## config.mk

```make
export PLATFORM = sky130hd
export DESIGN_NAME = in_port_fifo
export DESIGN_NICKNAME = d
export VERILOG_FILES = /design/src/rtl/in_port_fifo.sv
export SDC_FILE = /design/constraint.sdc
export NUM_CORES = 1
export LEC_CHECK = 0
export ABC_AREA = 1
export CORE_UTILIZATION = 59
export DETAILED_ROUTE_END_ITERATION = 8
export GPL_ROUTABILITY_DRIVEN = 0
export PLACE_DENSITY = 0.85
export SYNTH_ARGS = -nofsm -noshare
export SYNTH_HDL_FRONTEND = slang
export SYNTH_SLANG_ARGS = --single-unit
```

## constraint.sdc

```tcl
create_clock -name clock -period 8.2 [get_ports clock]
set_clock_uncertainty 0.05 [all_clocks]
set_input_delay 2.05 -clock clock [delete_from_list [all_inputs] [get_ports clock]]
set_output_delay 2.05 -clock clock [all_outputs]
set_load 0.02 [all_outputs]
```

## src/rtl/in_port_fifo.sv

```systemverilog
// Mini SRC input-port front end: synchronizes an asynchronous device strobe,
// buffers device words in a small FIFO and drives the head word onto the bus on PortInout.
module in_port_fifo #(
  parameter int unsigned DATA_WIDTH = 32,
  parameter int unsigned DEPTH      = 4,
  parameter int unsigned ADDR_W     = 2
) (
  input  logic                  clock,
  input  logic                  clear,
  input  logic [DATA_WIDTH-1:0] ext_data,
  input  logic                  ext_strobe,
  output logic                  ext_ready,
  input  logic                  PortInout,
  output logic [DATA_WIDTH-1:0] bus_out,
  output logic                  data_valid,
  output logic [ADDR_W:0]       count,
  output logic                  overflow,
  output logic                  underflow
);

  localparam logic [ADDR_W:0] FULL_COUNT = (ADDR_W+1)'(DEPTH);

  logic [DATA_WIDTH-1:0] mem [DEPTH];
  logic [ADDR_W-1:0]     rd_ptr;
  logic [ADDR_W-1:0]     wr_ptr;
  logic                  sync1;
  logic                  sync2;
  logic                  strobe_prev;
  logic                  rd_prev;

  logic                  push_req;
  logic                  pop_req;
  logic                  empty;
  logic                  full;
  logic                  do_push;
  logic                  do_pop;
  logic [ADDR_W:0]       count_next;

  // A pop in the same cycle frees the slot for a push on a full FIFO; an empty
  // FIFO never bypasses, so a simultaneous pop there is an underflow.
  always_comb begin
    push_req   = sync2 & ~strobe_prev;
    pop_req    = PortInout & ~rd_prev;
    empty      = (count == '0);
    full       = (count == FULL_COUNT);
    do_pop     = pop_req & ~empty;
    do_push    = push_req & (~full | do_pop);
    count_next = count;
    case ({do_push, do_pop})
      2'b10:   count_next = count + 1'b1;
      2'b01:   count_next = count - 1'b1;
      default: count_next = count;
    endcase
  end

  always_ff @(posedge clock) begin
    if (clear) begin
      rd_ptr      <= '0;
      wr_ptr      <= '0;
      count       <= '0;
      overflow    <= 1'b0;
      underflow   <= 1'b0;
      sync1       <= 1'b0;
      sync2       <= 1'b0;
      strobe_prev <= 1'b0;
      rd_prev     <= 1'b0;
      ext_ready   <= 1'b1;
    end else begin
      sync1       <= ext_strobe;
      sync2       <= sync1;
      strobe_prev <= sync2;
      rd_prev     <= PortInout;
      count       <= count_next;
      ext_ready   <= (count_next < FULL_COUNT);
      if (do_push) wr_ptr <= wr_ptr + 1'b1;
      if (do_pop)  rd_ptr <= rd_ptr + 1'b1;
      if (push_req && full && !do_pop) overflow  <= 1'b1;
      if (pop_req && empty)            underflow <= 1'b1;
    end
  end

  always_ff @(posedge clock) begin
    if (do_push && !clear) mem[wr_ptr] <= ext_data;
  end

  assign data_valid = ~empty;
  assign bus_out    = (PortInout && !empty) ? mem[rd_ptr] : '0;

endmodule

```

; ---- Word-level counts from Yosys, hierarchy flattened
; Memory sizes are Yosys's and may differ from the RTL's. A register that Yosys moved wholly into a read port is not among the register bits.
; Cells that the tools add are included.
[totals]
romBits = 0
ramBits = 128
latch_bits = 0
mem_count = 1
elab_cells = 43
out_inout_bits = 39
register_bits = 14
inputBits = 36
[op_classes]
mul = 0
n_addsub = 4
magnitude_cmp = 1
n_eq_ne = 3
div_mod_pow = 0
mux = 6
n_reduce_logical = 9
bitwise_logic = 9
n_shift = 0
[mem_list]
columns = name, depth, width, read_ports, rd_clocked_by_memory_dff, wr, line
row1 = mem, 4, 32, 1, 1, 1, 23  ; logic [DATA_WIDTH-1:0] mem [DEPTH];
[op_table]
columns = cell, n
row1 = two-way mux 32 bit, 1
row2 = case mux 3 bit (2 select lines), 1
row3 = logical AND 1 bit, 5
row4 = adder 2 x 1 -> 2 bit (second input constant), 2
row5 = bitwise AND 1 bit, 4
row6 = two-way mux 2 bit, 2
row7 = inverter 1 bit, 4
row8 = adder 3 x 1 -> 3 bit (second input constant), 1
row9 = equality test 3 bit (second input constant), 1
row10 = logical NOT 1 bit, 3
row11 = logical NOT 3 bit, 1
row12 = < comparator 3 bit (second input constant), 1
row13 = subtractor 3 x 1 -> 3 bit (second input constant), 1
row14 = equality test 2 x 1 -> 1 bit (second input constant), 1
row15 = equality test 2 bit (second input constant), 1
row16 = two-way mux 1 bit, 2
row17 = bitwise OR 1 bit, 1

; ---- Longest topological paths before layout
; Gate-level depths: netlist of the first run.
[depth]
word_depth = 8
mapped_depth = 9
depth_no_buf = 9

; ---- Least setup slack after synthesis of the first run
; OpenSTA, ideal clock, no wires.
[synth_timing]
path_kind = input to output
startpoint = in PortInout
endpoint = out bus_out[10]
stages = 3
path_slack_ps = 3475
n_path_buf = 1
t_arrival_ps = 2625
required_ps = 6100
path_cell_list = nand2_2 > buf_2 > a21oi_1
[synth_between]
elab_chain_len = 2
[synth_lines]
columns = element, line
row1 = "start, declared", 13  ; input logic PortInout,
row2 = logical AND 1 bit, 87  ; assign bus_out = (PortInout && !empty) ? mem[rd_ptr] : '0;
row3 = two-way mux 32 bit, 87
row4 = "end, declared", 14  ; output logic [DATA_WIDTH-1:0] bus_out,
; No other way between the ends.

; ---- Worst setup path in the final report of the first run
[layout_timing]
startpoint = in PortInout
endpoint = out bus_out[1]
; Same word-level chain as after synthesis.

==> impl_metrics.tcl, run 1 <==
set metrics [dict create \
    status "completed" \
    critPathLaunchType "primary input" \
    post-route-min-period_ns 6.159 \
    critPathMaxFanout 32 \
    synth-edff-count 128 \
    drv_slew 0 \
    insertion_delay_ns 0.52 \
    cts_tree "done" \
    yosysTopAreaCell "edfxtp_1" \
    r2r_slack_ns 5.81 \
    worstMarginPinSlew_ns 1.292 \
    cts_made_buffers 17 \
    cts.sinks 144 \
    r2r_cells 8 \
    netlist_area_um2 5729 \
    cts_setup_buffers 0 \
    grt_setup_unrepaired "no" \
    dr.pass1.iters 5 \
    power_density_nw_per_um2 253.4 \
    synth_area_leaders "edfxtp_1, nor2_1, dfxtp_1" \
    antenna_found_initial 0 \
    clock_path_buffers 2 \
    yosys_warnings 0 \
    cts-hold-fix-buffers 0 \
    place_area_um2 6536 \
    fp.dieH_um 100.5 \
    fin_setup_tns_ns 0 \
    cts.htree.levels 4 \
    avgViaCountPerCell 5.580 \
    vias 3828 \
    synth_cells 472 \
    die_area_um2 10110 \
    nets 585 \
    r2r-end "mem[1][3]$_DFFE_PP_" \
    hp-class "flop to flop" \
    hold_end "sync2$_SDFF_PP0_" \
    worstSetupPathType "primary input to output port" \
    crit_arrival_ns 4.06 \
    min-delay-start "sync1$_SDFF_PP0_" \
    max-slew-margin-rel 0.1378 \
    worstPathRequired_ns 6.10 \
    layout-drive-gt1-share 0.08797 \
    ctsRootBufferMaster "clkbuf_8" \
    min_delay_path_depth 2 \
    num_rows 35 \
    synth_flop_cell "edfxtp_1" \
    synth_common_cells "nor2_1, edfxtp_1, o21ai_0, a21oi_1, o21ai_1" \
    hold_viol 0 \
    ios 75 \
    fmax_mhz 162.4 \
    core_um2 9328 \
    drc 0 \
    rr_startpoint "count[1]$_SDFFE_PP0N_" \
    utilization 0.7590 \
    synth_cell_types 29 \
    port_buffers 74 \
    grtUsageTotal 0.2666 \
    syn_nets 513 \
    drt_iter0_markers 284 \
    syn_avg_cell_area_um2 12.14 \
    post_cts_resized 0 \
    drv_cap 0 \
    die_width_um 100.5 \
    antenna_cells 0 \
    ant_nets 0 \
    peakVddDrop_mv 0.1871 \
    setup_violations 0 \
    synth_top_area_share 0.6709 \
    synth.most_common_cell "nor2_1" \
    synthArstFlopShare 0 \
    clk_pin_slew_ns 0.06 \
    cp-end-kind "output port" \
    timing.final.crit_share 0.7511 \
    synth-seq-cells 144 \
    dp_hpwl_um 6570 \
    gr-total-overflow 0 \
    ys_seq_area_frac 0.7268 \
    grt_pass1_wl_um 19410 \
    start_util 0.6142 \
    wl_per_cell_um 18.01 \
    syn_to_final_growth_pct 23.56 \
    routed_wl_um 12360 \
    power.leakage_nw 2.439 \
    final_area_um2 7079 \
    grt_max_degree 65 \
    grt_pass1_vias 3921 \
]
==> layout by cell type (no fill, tap or decap), types with 3 or more instances in the layout <==
cell               n
nand2_1            9
clkbuf_16         16
o21ai_0           45
inv_2              5
dfxtp_1           15
nand3_1            3
clkinv_2           4
clkinv_4           3
clkdlybuf4s50_1   74
nor2_4             5
clkinv_1           5
edfxtp_1         128
nor2_1           140
a21oi_1           37
inv_1             17
buf_4              3
ha_1               4
o21ai_1           24
nand2_2            3
==> how the worst max path moves through the flow <==
stage | startpoint | end | slack, ns | cells after the start
5_1_grt | PortInout | bus_out[0] | 1.91 | 4
3_3_place_gp | PortInout | bus_out[1] | 2.04 | 4
6_report | PortInout | bus_out[1] | 2.04 | 4
3_5_place_dp | PortInout | bus_out[1] | 2.03 | 4
2_1_floorplan | PortInout | bus_out[10] | 3.48 | 3
4_1_cts | PortInout | bus_out[1] | 2.02 | 4
==> kinds of logic (layout without fill, tap and decap cells) <==
kind of cell    after synthesis  after routing  synth area share
compound gates              109            109           0.09609
buf+inv                      47            132           0.04106
fa+ha+maj                     5              5           0.01223
simple gates                167            167            0.1238
flops                       144            144            0.7268
==> layout make-up <==
class | count | area (um2)
clock buffer | 19 | 421.7
clock inverter | 13 | 121.4
fill | 552 | 2248
inverter | 23 | 86.33
multi-input combinational | 281 | 1360
sequential | 144 | 4165
tap | 129 | 161.4
timing repair buffer | 77 | 763.2
==> power breakdown <==
group	total [mW]	internal, mW	switching, mW
clock	0.707	0.427	0.280
combinational	0.267	0.102	0.165
sequential	0.820	0.812	0.00854
==> per-layer routing <==
metal  share of wire  global-route usage  vias to the layer above
met4           0.020              0.1282                        0
met1            0.39              0.3144                     1863
met2            0.52              0.4531                      159
met3           0.068             0.07490                       22
met5               0                   0                        -
li1                -                   -                     1784
==> registers in the layout, indices dropped and copies added, names as in the netlist, named ones only <==
signal / cells
underflow: 1
overflow: 1
rd_ptr: 2
sync1: 1
wr_ptr: 2
mem: 128
count: 2
rd_prev: 1
ext_ready: 1
strobe_prev: 1
sync2: 1
==> metrics by stage <==
step	worst slack, ns	hold WS, ns	std cells	power [mW]
6_report	2.041	0.3790	686	1.794
5_1_grt	1.908	0.3903	686	1.854
4_1_cts	2.023	0.3807	686	1.799
3_5_place_dp	2.026	0.3721	654	1.098
3_3_place_gp	2.036	0.3409	654	1.089
2_1_floorplan	3.475	0.3383	472	0.9963
==> worst max-delay path, stage by stage <==
cell	delay (ns)
clkdlybuf4s50_1	0.51
nand2_2	0.44
a21oi_1	0.38
clkdlybuf4s50_1	0.66
(Power assumes the default switching activity.)
==> inputs of run 2 (changes only) <==
--- a/config.mk
+++ b/config.mk
@@ -6,10 +6,10 @@
 export NUM_CORES = 1
 export LEC_CHECK = 0
 export ABC_AREA = 1
-export CORE_UTILIZATION = 59
+export CORE_UTILIZATION = 49
 export DETAILED_ROUTE_END_ITERATION = 8
 export GPL_ROUTABILITY_DRIVEN = 0
-export PLACE_DENSITY = 0.85
+export PLACE_DENSITY = 0.75
 export SYNTH_ARGS = -nofsm -noshare
 export SYNTH_HDL_FRONTEND = slang
 export SYNTH_SLANG_ARGS = --single-unit
==> constraint.sdc (replaced) <==
create_clock -name clock -period 5.05 [get_ports clock]
set_clock_uncertainty 0.05 [all_clocks]
set_input_delay 1.2625 -clock clock [delete_from_list [all_inputs] [get_ports clock]]
set_output_delay 1.2625 -clock clock [all_outputs]
set_load 0.02 [all_outputs]
==> impl_metrics.tcl, run 2 (synthesized netlist as in run 1, its figures left out) <==
set metrics [dict create \
    cp-startpoint "PortInout" \
    r2r_cells 9 \
    grt_setup_unrepaired "no" \
    drc 0 \
    nets 589 \
    clock_path_buffers 2 \
    drv_slew 0 \
    fmax_mhz 217.0 \
    antenna_cells 0 \
    mostFrequentLayoutCells "nor2_1, edfxtp_1, clkdlybuf4s50_1" \
    critPathMaxFanout 32 \
    num_rows 39 \
    cts_setup_buffers 0 \
    fin_setup_tns_ns 0 \
    r2r_slack_ns 2.71 \
    routed_wl_um 11650 \
    syn_to_final_growth_pct 25.64 \
    antenna_found_initial 0 \
    ant_nets 0 \
    worstMarginPinSlew_ns 1.000 \
    timing.final.crit_share 0.9124 \
    cp_common_cell "clkdlybuf4s50_1" \
    grt_pass1_wl_um 17740 \
    ios 75 \
    crit_end "bus_out[1]" \
    worstSetupPathType "primary input to output port" \
    grt_max_degree 65 \
    drv_cap 0 \
    regArea_um2 4165 \
    power.leakage_nw 2.488 \
    dp_hpwl_um 6824 \
    cts_made_buffers 17 \
    fillCellCount 887 \
    gr-total-overflow 0 \
    max-slew-margin-rel 0.3321 \
    port_buffers 74 \
    final_common_cell "nor2_1" \
    cts-hold-fix-buffers 0 \
    die_area_um2 12130 \
    path_cells "clkdlybuf4s50_1, nand2_2, a21oi_1, clkdlybuf4s50_1" \
    hp-class "flop to flop" \
    fp.dieH_um 110.1 \
    hold_viol 0 \
    drt_iter0_markers 201 \
    max_stage_delay_ns 0.66 \
    crit_cells 4 \
    insertion_delay_ns 0.41 \
    setup_violations 0 \
    critPathSlowestCell "clkdlybuf4s50_1" \
    utilization 0.6304 \
    peakVddDrop_mv 0.3304 \
    min_delay_path_depth 2 \
    power_density_nw_per_um2 423.1 \
    cts_tree "done" \
    die_width_um 110.1 \
    core_um2 11420 \
    layout-drive-gt1-share 0.1038 \
    status "completed" \
    critPathLaunchType "primary input" \
    wl_per_cell_um 16.59 \
    largest-register "mem" \
    worstPathRequired_ns 3.74 \
    grt_pass1_vias 3693 \
    r2r-end "mem[1][12]$_DFFE_PP_" \
    grtUsageTotal 0.2045 \
    start_util 0.5018 \
    largest_reg_flops 128 \
    multi_input_area_um2 1360 \
    cp-end-kind "output port" \
    post-route-min-period_ns 4.608 \
    post_cts_resized 0 \
    dr.pass1.iters 4 \
    path_buf_inv 2 \
    avgViaCountPerCell 5.305 \
    vias 3724 \
    critical-path-top-delay-family "buffers and inverters" \
    crit_arrival_ns 3.30 \
    cts.htree.levels 4 \
    clk_pin_slew_ns 0.06 \
    cts.sinks 144 \
    ctsRootBufferMaster "clkbuf_16" \
]
## run 2: changes by cell type in the layout (fill, tap and decap cells not counted), sizes merged
cell / change
clkinv: -7
buf: +4
inv: +3
clkbuf: -2
clkinvlp: +2
bufinv: +2
## run 2: worst min path at each step
stage                           startpoint                to
after global routing      sync1$_SDFF_PP0_  sync2$_SDFF_PP0_
after floorplan           sync1$_SDFF_PP0_  sync2$_SDFF_PP0_
after global placement    sync1$_SDFF_PP0_  sync2$_SDFF_PP0_
after detailed placement  sync1$_SDFF_PP0_  sync2$_SDFF_PP0_
final                     sync1$_SDFF_PP0_  sync2$_SDFF_PP0_
after CTS                 sync1$_SDFF_PP0_  sync2$_SDFF_PP0_
## run 2: layout make-up
class	count	share of cell area
clock buffers	17	0.05910
clock inverters	13	0.02625
inverters	23	0.01199
multi-input cells	281	0.1889
flip-flops and latches	144	0.5787
well taps	143	0.02486
repair buffers	81	0.1102
## run 2: worst min-delay path: stages (launching register included)
cell,delay [ns]
dfxtp_1,0.30
inv_1,0.04
nor2_1,0.03
## run 2: layer usage
layer	up-vias	GRT usage	wire, um
met2	118	0.3679	6072
met1	1809	0.2281	4807
met5	-	0	0
met4	0	0.06955	85
li1	1789	-	-
met3	8	0.06584	682
## run 2: where the power goes
group / switching [mW] / internal, mW
Clock: 0.463 / 0.824
Sequential: 0.0138 / 1.32
Combinational: 0.263 / 0.164
## run 2: through the flow
stage	setup slack (ns)	power (mW)	hold slack, ns	area [um2]	cells
2_1_floorplan	1.460	1.618	0.3383	5729	472
3_3_place_gp	0.4219	1.773	0.3443	6584	672
3_5_place_dp	0.3821	1.787	0.3529	6584	672
4_1_cts	0.3893	3.072	0.3642	7198	702
5_1_grt	0.3454	3.164	0.3790	7198	702
6_report	0.4422	3.046	0.3618	7198	702
